## src/rtl/chan_write_dispatcher_pkg.sv

```systemverilog
// Shared widths and state encoding for the channel write dispatcher.
// The channel address width is fixed by the 1-to-8 demux it drives.
package chan_write_dispatcher_pkg;
    localparam int NUM_CH    = 8;
    localparam int CH_ADDR_W = 3;
    localparam int DATA_W    = 128;
    localparam int LEN_W     = 8;

    typedef enum logic {
        S_IDLE  = 1'b0,
        S_BURST = 1'b1
    } state_t;
endpackage

```

## src/rtl/chan_write_dispatcher.sv

```systemverilog
// Takes a (channel, length) burst command, then streams that many beats into the
// selected channel FIFO through the write demux, stalling on that FIFO's pfull.
module chan_write_dispatcher
    import chan_write_dispatcher_pkg::*;
#(
    parameter int STALL_LIMIT = 1024
) (
    input  logic                 i_clk,
    input  logic                 i_rst,
    input  logic                 i_cmd_valid,
    input  logic [CH_ADDR_W-1:0] i_cmd_chan,
    input  logic [LEN_W-1:0]     i_cmd_len,
    output logic                 o_cmd_ready,
    input  logic                 i_data_valid,
    input  logic [DATA_W-1:0]    i_data_in,
    output logic                 o_data_ready,
    input  logic [NUM_CH-1:0]    i_fifo_pfull,
    output logic [CH_ADDR_W-1:0] o_address,
    output logic                 o_wr_en,
    output logic [DATA_W-1:0]    o_din,
    output logic                 o_burst_done,
    output logic                 o_cmd_err,
    output logic                 o_stall_err,
    output logic                 o_busy
);
    localparam int STALL_W = $clog2(STALL_LIMIT + 1);

    state_t               r_state, w_state_nxt;
    logic [CH_ADDR_W-1:0] r_chan;
    logic [LEN_W-1:0]     r_remaining;
    logic [STALL_W-1:0]   r_stall_cnt;
    logic [CH_ADDR_W-1:0] r_address;
    logic [DATA_W-1:0]    r_din;
    logic                 r_wr_en, r_burst_done, r_cmd_err, r_stall_err;
    logic                 w_cmd_acc, w_cmd_bad, w_beat_acc, w_last_beat, w_stalled;

    always_ff @(posedge i_clk) begin
        if (i_rst) r_state <= S_IDLE;
        else       r_state <= w_state_nxt;
    end

    always_comb begin
        w_state_nxt  = r_state;
        o_cmd_ready  = 1'b0;
        o_data_ready = 1'b0;
        w_cmd_acc    = 1'b0;
        w_cmd_bad    = 1'b0;
        w_beat_acc   = 1'b0;
        w_last_beat  = 1'b0;
        w_stalled    = 1'b0;
        case (r_state)
            S_IDLE: begin
                o_cmd_ready = 1'b1;
                w_cmd_acc   = i_cmd_valid && (i_cmd_len != '0);
                w_cmd_bad   = i_cmd_valid && (i_cmd_len == '0);
                if (w_cmd_acc) w_state_nxt = S_BURST;
            end
            S_BURST: begin
                // Only the selected channel's pfull can hold off the stream.
                o_data_ready = !i_fifo_pfull[r_chan];
                w_beat_acc   = i_data_valid && o_data_ready;
                w_stalled    = i_data_valid && i_fifo_pfull[r_chan];
                w_last_beat  = w_beat_acc && (r_remaining == LEN_W'(1));
                if (w_last_beat) w_state_nxt = S_IDLE;
            end
            default: w_state_nxt = S_IDLE;
        endcase
    end

    always_ff @(posedge i_clk) begin
        if (i_rst) begin
            r_chan       <= '0;
            r_remaining  <= '0;
            r_stall_cnt  <= '0;
            r_address    <= '0;
            r_din        <= '0;
            r_wr_en      <= 1'b0;
            r_burst_done <= 1'b0;
            r_cmd_err    <= 1'b0;
            r_stall_err  <= 1'b0;
        end else begin
            r_wr_en      <= w_beat_acc;
            r_burst_done <= w_last_beat;
            r_cmd_err    <= w_cmd_bad;
            if (w_cmd_acc) begin
                r_chan      <= i_cmd_chan;
                r_remaining <= i_cmd_len;
            end
            // Address/data hold on idle cycles; the demux masks them via wr_en.
            if (w_beat_acc) begin
                r_address <= r_chan;
                r_din     <= i_data_in;
                if (r_remaining != '0) r_remaining <= r_remaining - LEN_W'(1);
            end
            if (r_state != S_BURST || w_beat_acc) begin
                r_stall_cnt <= '0;
            end else if (w_stalled && r_stall_cnt != STALL_W'(STALL_LIMIT)) begin
                r_stall_cnt <= r_stall_cnt + STALL_W'(1);
                if (r_stall_cnt == STALL_W'(STALL_LIMIT - 1)) r_stall_err <= 1'b1;
            end
        end
    end

    assign o_address    = r_address;
    assign o_wr_en      = r_wr_en;
    assign o_din        = r_din;
    assign o_burst_done = r_burst_done;
    assign o_cmd_err    = r_cmd_err;
    assign o_stall_err  = r_stall_err;
    assign o_busy       = (r_state != S_IDLE);
endmodule
```

## config.mk

```make
export PLATFORM = sky130hd
export DESIGN_NAME = chan_write_dispatcher
export DESIGN_NICKNAME = d
export VERILOG_FILES = /design/src/rtl/chan_write_dispatcher_pkg.sv /design/src/rtl/chan_write_dispatcher.sv
export SDC_FILE = /design/constraint.sdc
export NUM_CORES = 1
export LEC_CHECK = 0
export CORE_UTILIZATION = 42
export DETAILED_ROUTE_END_ITERATION = 7
export GPL_TIMING_DRIVEN = 0
export PLACE_DENSITY_LB_ADDON = 0.15
export SLEW_MARGIN = 20
export SYNTH_ARGS = -nofsm -noshare
export SYNTH_HDL_FRONTEND = slang
export SYNTH_SLANG_ARGS = --single-unit
```

## constraint.sdc

```tcl
create_clock -name i_clk -period 3.05 [get_ports i_clk]
set_input_delay 0.61 -clock i_clk [delete_from_list [all_inputs] [get_ports i_clk]]
set_output_delay 0.61 -clock i_clk [all_outputs]
set_load 0.05 [all_outputs]
```

==> results of run 1 <==
==> worst max path at each step <==
| stage | from | cells past startpoint | to |
|---|---|---|---|
| 2_1_floorplan | i_fifo_pfull[1] | 5 | o_data_ready |
| 3_3_place_gp | i_fifo_pfull[2] | 7 | o_data_ready |
| 3_5_place_dp | i_fifo_pfull[2] | 7 | o_data_ready |
| 4_1_cts | i_fifo_pfull[2] | 6 | o_data_ready |
| 5_1_grt | i_fifo_pfull[2] | 6 | o_data_ready |
| 6_report | i_fifo_pfull[2] | 6 | o_data_ready |
==> per-layer routing <==
layer / GRT usage / vias up
li1: - / 3444
met1: 0.351 / 3357
met2: 0.452 / 305
met3: 0.0896 / 39
met4: 0.123 / 0
met5: 0 / -
==> worst min-delay path, delay by kind of cell, from the launching register on <==
| family | cells | cell delay [ns] |
|---|---|---|
| flip-flops | 1 | 0.31 |
| buffers and inverters | 1 | 0.05 |
| AO/OA/AOI/OAI | 1 | 0.05 |
==> Yosys cell counts (3+ instances only) <==
master / n / share of area
and2_1: 3 / 0.0029
buf_2: 5 / 0.0039
nand4b_1: 3 / 0.0041
nor2_1: 10 / 0.0058
mux2i_1: 5 / 0.0077
nand4_1: 3 / 0.0029
and3_1: 5 / 0.0048
buf_4: 13 / 0.015
or3_1: 3 / 0.0029
inv_1: 7 / 0.0041
clkbuf_1: 63 / 0.037
nand3_1: 137 / 0.11
a31oi_1: 7 / 0.0068
nand2_1: 14 / 0.0081
o21ai_0: 136 / 0.11
o311ai_0: 6 / 0.0081
ha_1: 5 / 0.0097
dfxtp_1: 158 / 0.49
a21oi_1: 145 / 0.11
o31ai_1: 8 / 0.0093
or4_1: 12 / 0.014
==> power groups by stage <==
stage	Clock (W)	Sequential (W)	Combinational [W]
after floorplan	0	0.00240	0.000387
after global placement	0	0.00221	0.00104
after detailed placement	0	0.00222	0.00104
after CTS	0.00207	0.00217	0.00105
after global routing	0.00216	0.00218	0.00113
final	0.00204	0.00217	0.00105
==> area by class of cell <==
cell class,count,area [um2],area share
clock buffer,20,457,0.0451
sequential,158,3160,0.312
clock inverter,8,93.8,0.00926
buffer,81,367,0.0362
inverter,7,26.3,0.00259
tap,184,230,0.0227
timing repair buffer,290,2900,0.286
multi-input combinational,528,2900,0.286
==> placed cells by master, fill, tap and decap left out, types with 4 or more instances in the layout <==
| cell | count |
|---|---|
| nor2_1 | 10 |
| a21oi_1 | 145 |
| or4_1 | 12 |
| clkbuf_16 | 17 |
| buf_2 | 5 |
| o31ai_1 | 8 |
| o311ai_0 | 6 |
| clkbuf_1 | 63 |
| buf_4 | 15 |
| nand3_1 | 137 |
| and3_1 | 5 |
| mux2i_1 | 4 |
| nand2_1 | 14 |
| o21ai_0 | 136 |
| inv_1 | 7 |
| clkinv_2 | 5 |
| ha_1 | 5 |
| a31oi_1 | 7 |
| dfxtp_1 | 158 |
| clkdlybuf4s50_1 | 287 |
==> state kept, by name, summed over array words and instances, names as in the netlist <==
signal / cells
o_cmd_err: 1
o_stall_err: 1
o_address: 3
o_din: 128
o_wr_en: 1
o_burst_done: 1
r_stall_cnt: 11
o_busy: 1
r_remaining: 8
r_chan: 3
==> stage by stage <==
step / util / setup slack, ns / hold slack [ns]
finish: 0.687 / 0.0813 / 0.448
global route: 0.687 / 0.0151 / 0.476
CTS: 0.687 / 0.0606 / 0.454
detailed placement: 0.649 / -0.912 / 0.447
global placement: 0.649 / -0.923 / 0.436
floorplan: - / 0.0354 / 0.447
==> timing repair <==
item | 4_1_cts | 5_1_grt
setup buffers | 2 | 0
hold endpoints to repair | 0 | 0
resized for setup | 9 | 1
endpoints found under the setup margin | 1 | 18
pin swaps | 0 | 0
==> cells by family after synthesis <==
family | synth area share
and+or+nand+nor | 0.167
muxes | 0.0182
AOI/OAI and AO/OA | 0.254
buffers and inverters | 0.0614
DFF | 0.489
adders and majority gates | 0.00968
==> key figures, run 1 <==
Worst setup path
  – R2R setup slack: 0.38 ns
  – Crit path max-delay cell type: mux4_2
  – Critical path type: in2out
  – Crit path max-delay family: multiplexers
  – Reg-to-reg startpoint: r_chan[0]
  – Worst-path maximum fanout: 19
  – Bufs and invs on worst path: 3
  – FF-to-FF path depth: 8
  – Crit path launch type: input port
  – Critical path arrival: 2.36 ns
  – Worst EP required: around 2.4 ns
  – CP dominant cell by count: buf_6
  – CP peak stage delay: 0.52 ns
  – Cells along the critical path: clkdlybuf4s50_1 > mux4_2 > mux2_4 > buf_6 > nor2_1 > buf_6
  – Worst r2r dst: o_din[123]
  – Worst setup EP type: output port

Clock network
  – CTS tree: done
  – Hold-fix buffer count after cts: 0
  – CTS buffer count: 17
  – CTS H-tree lvls: 4
  – Root Buffer: clkbuf_16
  – Clock Sinks: 158
  – Clock Path Buffers: 2
  – Clock-pin transition on the worst setup and hold timing paths: 0.06 ns
  – Worst skew pair latency: 0.42 ns

Pwr
  – Sequential share of power: 0.412
  – Total Power: 0.00527 W
  – Sw Ratio: 0.285
  – Gate power share: 0.200
  – Pwr dens: 520 nW/um2
  – Internal cell power: 0.00377 W
  – Pleak: around 3.3 nW
  – VDD IR max: 0.380 mV
  – Clock power share: 0.388
  – Switching component of the power: 0.00150 W

Synthesis
  – EDFF count, synth: 0
  – Synthesis Warnings: 0
  – Area of the mapped netlist: approximately 6500 um2
  – Syn avg cell area: 8.34 um2
  – Ys async rst share: 0
  – FF+latch count, synth: between 150 and 200
  – Register area share after synthesis: 0.489
  – Synth Flop Type: dfxtp_1
  – Synthesized netlist cell count: 775
  – Distinct cells, synth: 41
  – Syn Nets: around 930

Timing
  – Clk_skew: 0.00505 ns
  – FMAX: 337 MHz
  – Slew Viols, Final: 0
  – Final worst path period share: 0.973
  – Setup Viol. Count Final: 0
  – Relative slew margins: 0.461
  – Final hold violations: 0
  – Tightest Pin Transition: 0.802 ns
  – RSZ-0062 raised after global routing: no
  – Setup Total Neg Slack: 0 ns
  – Final min period: 2.97 ns

Hold path
  – Hold/Removal Path Class: reg2reg
  – Hold Crit Start: o_stall_err
  – Hold Path Sink: o_stall_err
  – Hold path cells: 2

Drt
  – Vias per cell: 5.60
  – Top sig layer: met4
  – DRC: 0
  – TritonRoute pass-1 iters: 5
  – Antenna viol nets, final: 0
  – Met1 wire length: 9.60 mm
  – DRT iter0 DRCs: 556
  – Vias: 7,145
  – Routed wire per std cell: 17.6 um
  – Metal2 WL: 10.3 mm
  – Met3 WL: 1.85 mm
  – Routed WL: around 23 mm

Floorplanning
  – Rows: 44
  – Die height: between 100 and 150 um
  – Initial Utilization: 0.438
  – Core area: 14,800 um2
  – Die X: 126 um
  – Ports: ~290
  – Die area: 15,900 um2

Global routing
  – Initial antenna violation count: 0
  – Overall fraction of global-route tracks in use: 0.283
  – First-pass GRT wire length: around 35 mm
  – Largest net degree at the start of global routing: 20
  – Vias in the first global route: 6,753
  – Total grt overflow: 0

Placement
  – Placer Congestion: 0.843
  – DP HPWL: between 15 and 20 mm
  – Post-Place Cell Area: around 9600 um2
  – PortBufs: 288
  – Inst Count DP: 1,247

Cells and area
  – Fraction of layout cells with a size suffix above 1: 0.0522
  – N_diodes: 0
  – Fin nets: between 1,000 and 1,500
  – Non-filler instance count after layout: 1,276
  – Layout area overhead: 56.8%
  – Design area: ~10,000 um2
  – FILL cells: 1,257

Outcome
  – Status: complete, no violations

Job
  – Max_cap viols: 0
(Power assumes the default switching activity.)
==> run 2, diff against run 1 <==
Settings changed: CTS_CLUSTER_SIZE set to 24, GPL_TIMING_DRIVEN 0 to unset.
==> key figures, run 2 (same netlist as run 1, synthesis figures left out) <==
Outcome
  – Status: complete, no violations

Floorplanning
  – Initial Utilization: 0.438 (unchanged)
  – Die area: 15,900 um2 (unchanged)
  – Die X: 126 um (unchanged)
  – Core area: 14,800 um2 (unchanged)
  – Ports: 289 (unchanged)
  – Die height: 126 um (unchanged)
  – Rows: 44 (unchanged)

Worst setup path
  – Worst-path maximum fanout: 5 (-14)
  – Crit path max-delay cell type: mux4_1
  – Critical path arrival: 2.27 ns (-0.09 ns)
  – Reg-to-reg startpoint: r_chan[0]
  – Cells along the critical path: clkdlybuf4s50_1 > mux4_1 > mux2_4 > nor2_1 > buf_12
  – Critical path type: in2out
  – Critical path startpoint: i_fifo_pfull[1]
  – Worst setup EP type: output port
  – Worst EP required: 2.44 ns (about the same)
  – Crit path launch type: input port
  – CP peak stage delay: 0.55 ns (+0.03 ns)

Timing
  – Final worst slack: 0.169 ns (+0.0872 ns)
  – Setup Total Neg Slack: 0 ns (unchanged)
  – Final hold violations: 0 (unchanged)
  – Final worst path period share: 0.945 (-0.0286)
  – Clk_skew: 0.00918 ns (+0.00412 ns)
  – FMAX: 347 MHz (+3.0%)
  – Slew Viols, Final: 0 (unchanged)
  – Setup Viol. Count Final: 0 (unchanged)
  – RSZ-0062 raised after global routing: no
  – Final min period: 2.88 ns (-0.0872 ns)
  – Tightest Pin Transition: 0.784 ns (-0.0175 ns)
  – Relative slew margins: 0.472 (+0.0118)

Global routing
  – Largest net degree at the start of global routing: 105 (+430%)
  – Vias in the first global route: 6,559 (-2.9%)
  – GRT Max-Usage Layer: met2
  – First-pass GRT wire length: 33.3 mm (-5.9%)
  – Overall fraction of global-route tracks in use: 0.261 (-0.0224)
  – Total grt overflow: 0 (unchanged)
  – Global routing usage on met2: 0.426 (-0.0263)
  – Met3 Usage GRT: 0.0862 (-0.00340)
  – Grt met1 use: 0.311 (-0.0396)
  – Initial antenna violation count: 0 (unchanged)

Pwr
  – VDD IR max: 0.384 mV (+1.0%)
  – Pleak: 3.30 nW (-1.3%)
  – Pwr dens: 526 nW/um2 (+1.2%)

Cells and area
  – Most common cell after layout, fill and taps aside: clkdlybuf4s50_1
  – Fraction of layout cells with a size suffix above 1: 0.0591 (+0.00691)
  – N_diodes: 0 (unchanged)
  – Flip-flop count of the largest register after layout: 128 (unchanged)
  – Most frequent cells in the layout: clkdlybuf4s50_1, dfxtp_1, a21oi_1
  – Design area: 10,000 um2 (-1.1%)
  – Layout area overhead: 55.1%
  – Fin nets: 1,175 (-5.2%)
  – FILL cells: 1,295 (+3.0%)

Placement
  – DP HPWL: 13.5 mm (-16%)
  – Dpl ws: 0.175 ns (+1.09 ns)
  – Post-Place Cell Area: 9440 um2 (-1.4%)
  – PortBufs: 288 (unchanged)
  – Placer Congestion: 0.810 (-4.0%)

Clock network
  – CTS buffer count: 17 (unchanged)
  – CTS H-tree lvls: 4 (unchanged)
  – Worst skew pair latency: 0.43 ns (about the same)
  – Root Buffer: clkbuf_16
  – CTS tree: done
  – Clock-pin transition on the worst setup and hold timing paths: 0.06 ns (about the same)
  – Clock Sinks: 158 (unchanged)
  – Hold-fix buffer count after cts: 0 (unchanged)
  – Clock Path Buffers: 2 (unchanged)
  – Cts repair resizes: 0 (-9)
  – Post-CTS setup buffer count: 0 (-2)

Drt
  – DRC: 0 (unchanged)
  – Routed wire per std cell: 17.2 um (-2.3%)
  – DRT iter0 DRCs: 551 (-0.90%)
  – Vias per cell: 5.59 (-0.10%)
  – Antenna viol nets, final: 0 (unchanged)
  – Vias: 6,802 (-4.8%)
  – Routed WL: 21.0 mm (-6.8%)
  – TritonRoute pass-1 iters: 5 (unchanged)

Hold path
  – Hold/Removal Path Class: reg2reg
  – Hold Crit Start: o_stall_err

Job
  – Max_cap viols: 0 (unchanged)
==> run 2: cell count changes in the layout (fill, tap and decap cells not counted), sizes merged <==
cell           change
buf                -1
clkbuf            -64
inv                +1
clkdlybuf4s50      -1
clkinvlp           +5
==> run 2: layout make-up <==
class / count / area (um2) / area share
flip-flops and latches: 158 / 3160 / 0.316
clock inverters: 14 / 144 / 0.0144
well taps: 184 / 230 / 0.0230
repair buffers: 307 / 3100 / 0.309
clock buffers: 18 / 439 / 0.0438
inverters: 7 / 26.3 / 0.00262
multi-input cells: 528 / 2930 / 0.292
==> run 2: where the power goes <==
| group | leakage (nW) | internal (W) | total, W | switching, W |
|---|---|---|---|---|
| combinational | 1.75 | 0.000397 | 0.00101 | 0.000616 |
| clock | 0.274 | 0.00122 | 0.00209 | 0.000866 |
| sequential | 1.28 | 0.00213 | 0.00217 | 0.0000399 |
==> run 2: per-layer routing <==
metal | wire length [um] | up-vias
li1 | - | 3322
met1 | 8770 | 3160
met2 | 9730 | 277
met3 | 1760 | 43
met4 | 701 | 0
met5 | 0 | -
==> run 2: path summary, 6_finish.rpt <==
kind	to	slack, ns	cells past startpoint
hold / removal	o_stall_err	0.45	2
setup reg to reg	r_remaining[6]	0.66	5
hold reg to reg	o_stall_err	0.45	2
setup / recovery	o_data_ready	0.17	5
==> run 2: critical path: cells and delay by family <==
kind | cells | cell delay (ns)
and+or+nand+nor | 1 | 0.19
muxes | 2 | 0.90
buffers and inverters | 2 | 0.57
==> run 2: per-stage QoR <==
step           cells  utilization  hold slack [ns]  power (W)
4_1_cts         1216        0.679            0.455    0.00532
3_5_place_dp    1184        0.640            0.447    0.00322
6_report        1216        0.679            0.447    0.00527
3_3_place_gp    1184        0.640            0.440    0.00322
5_1_grt         1216        0.679            0.489    0.00548
2_1_floorplan    775            -            0.447    0.00279
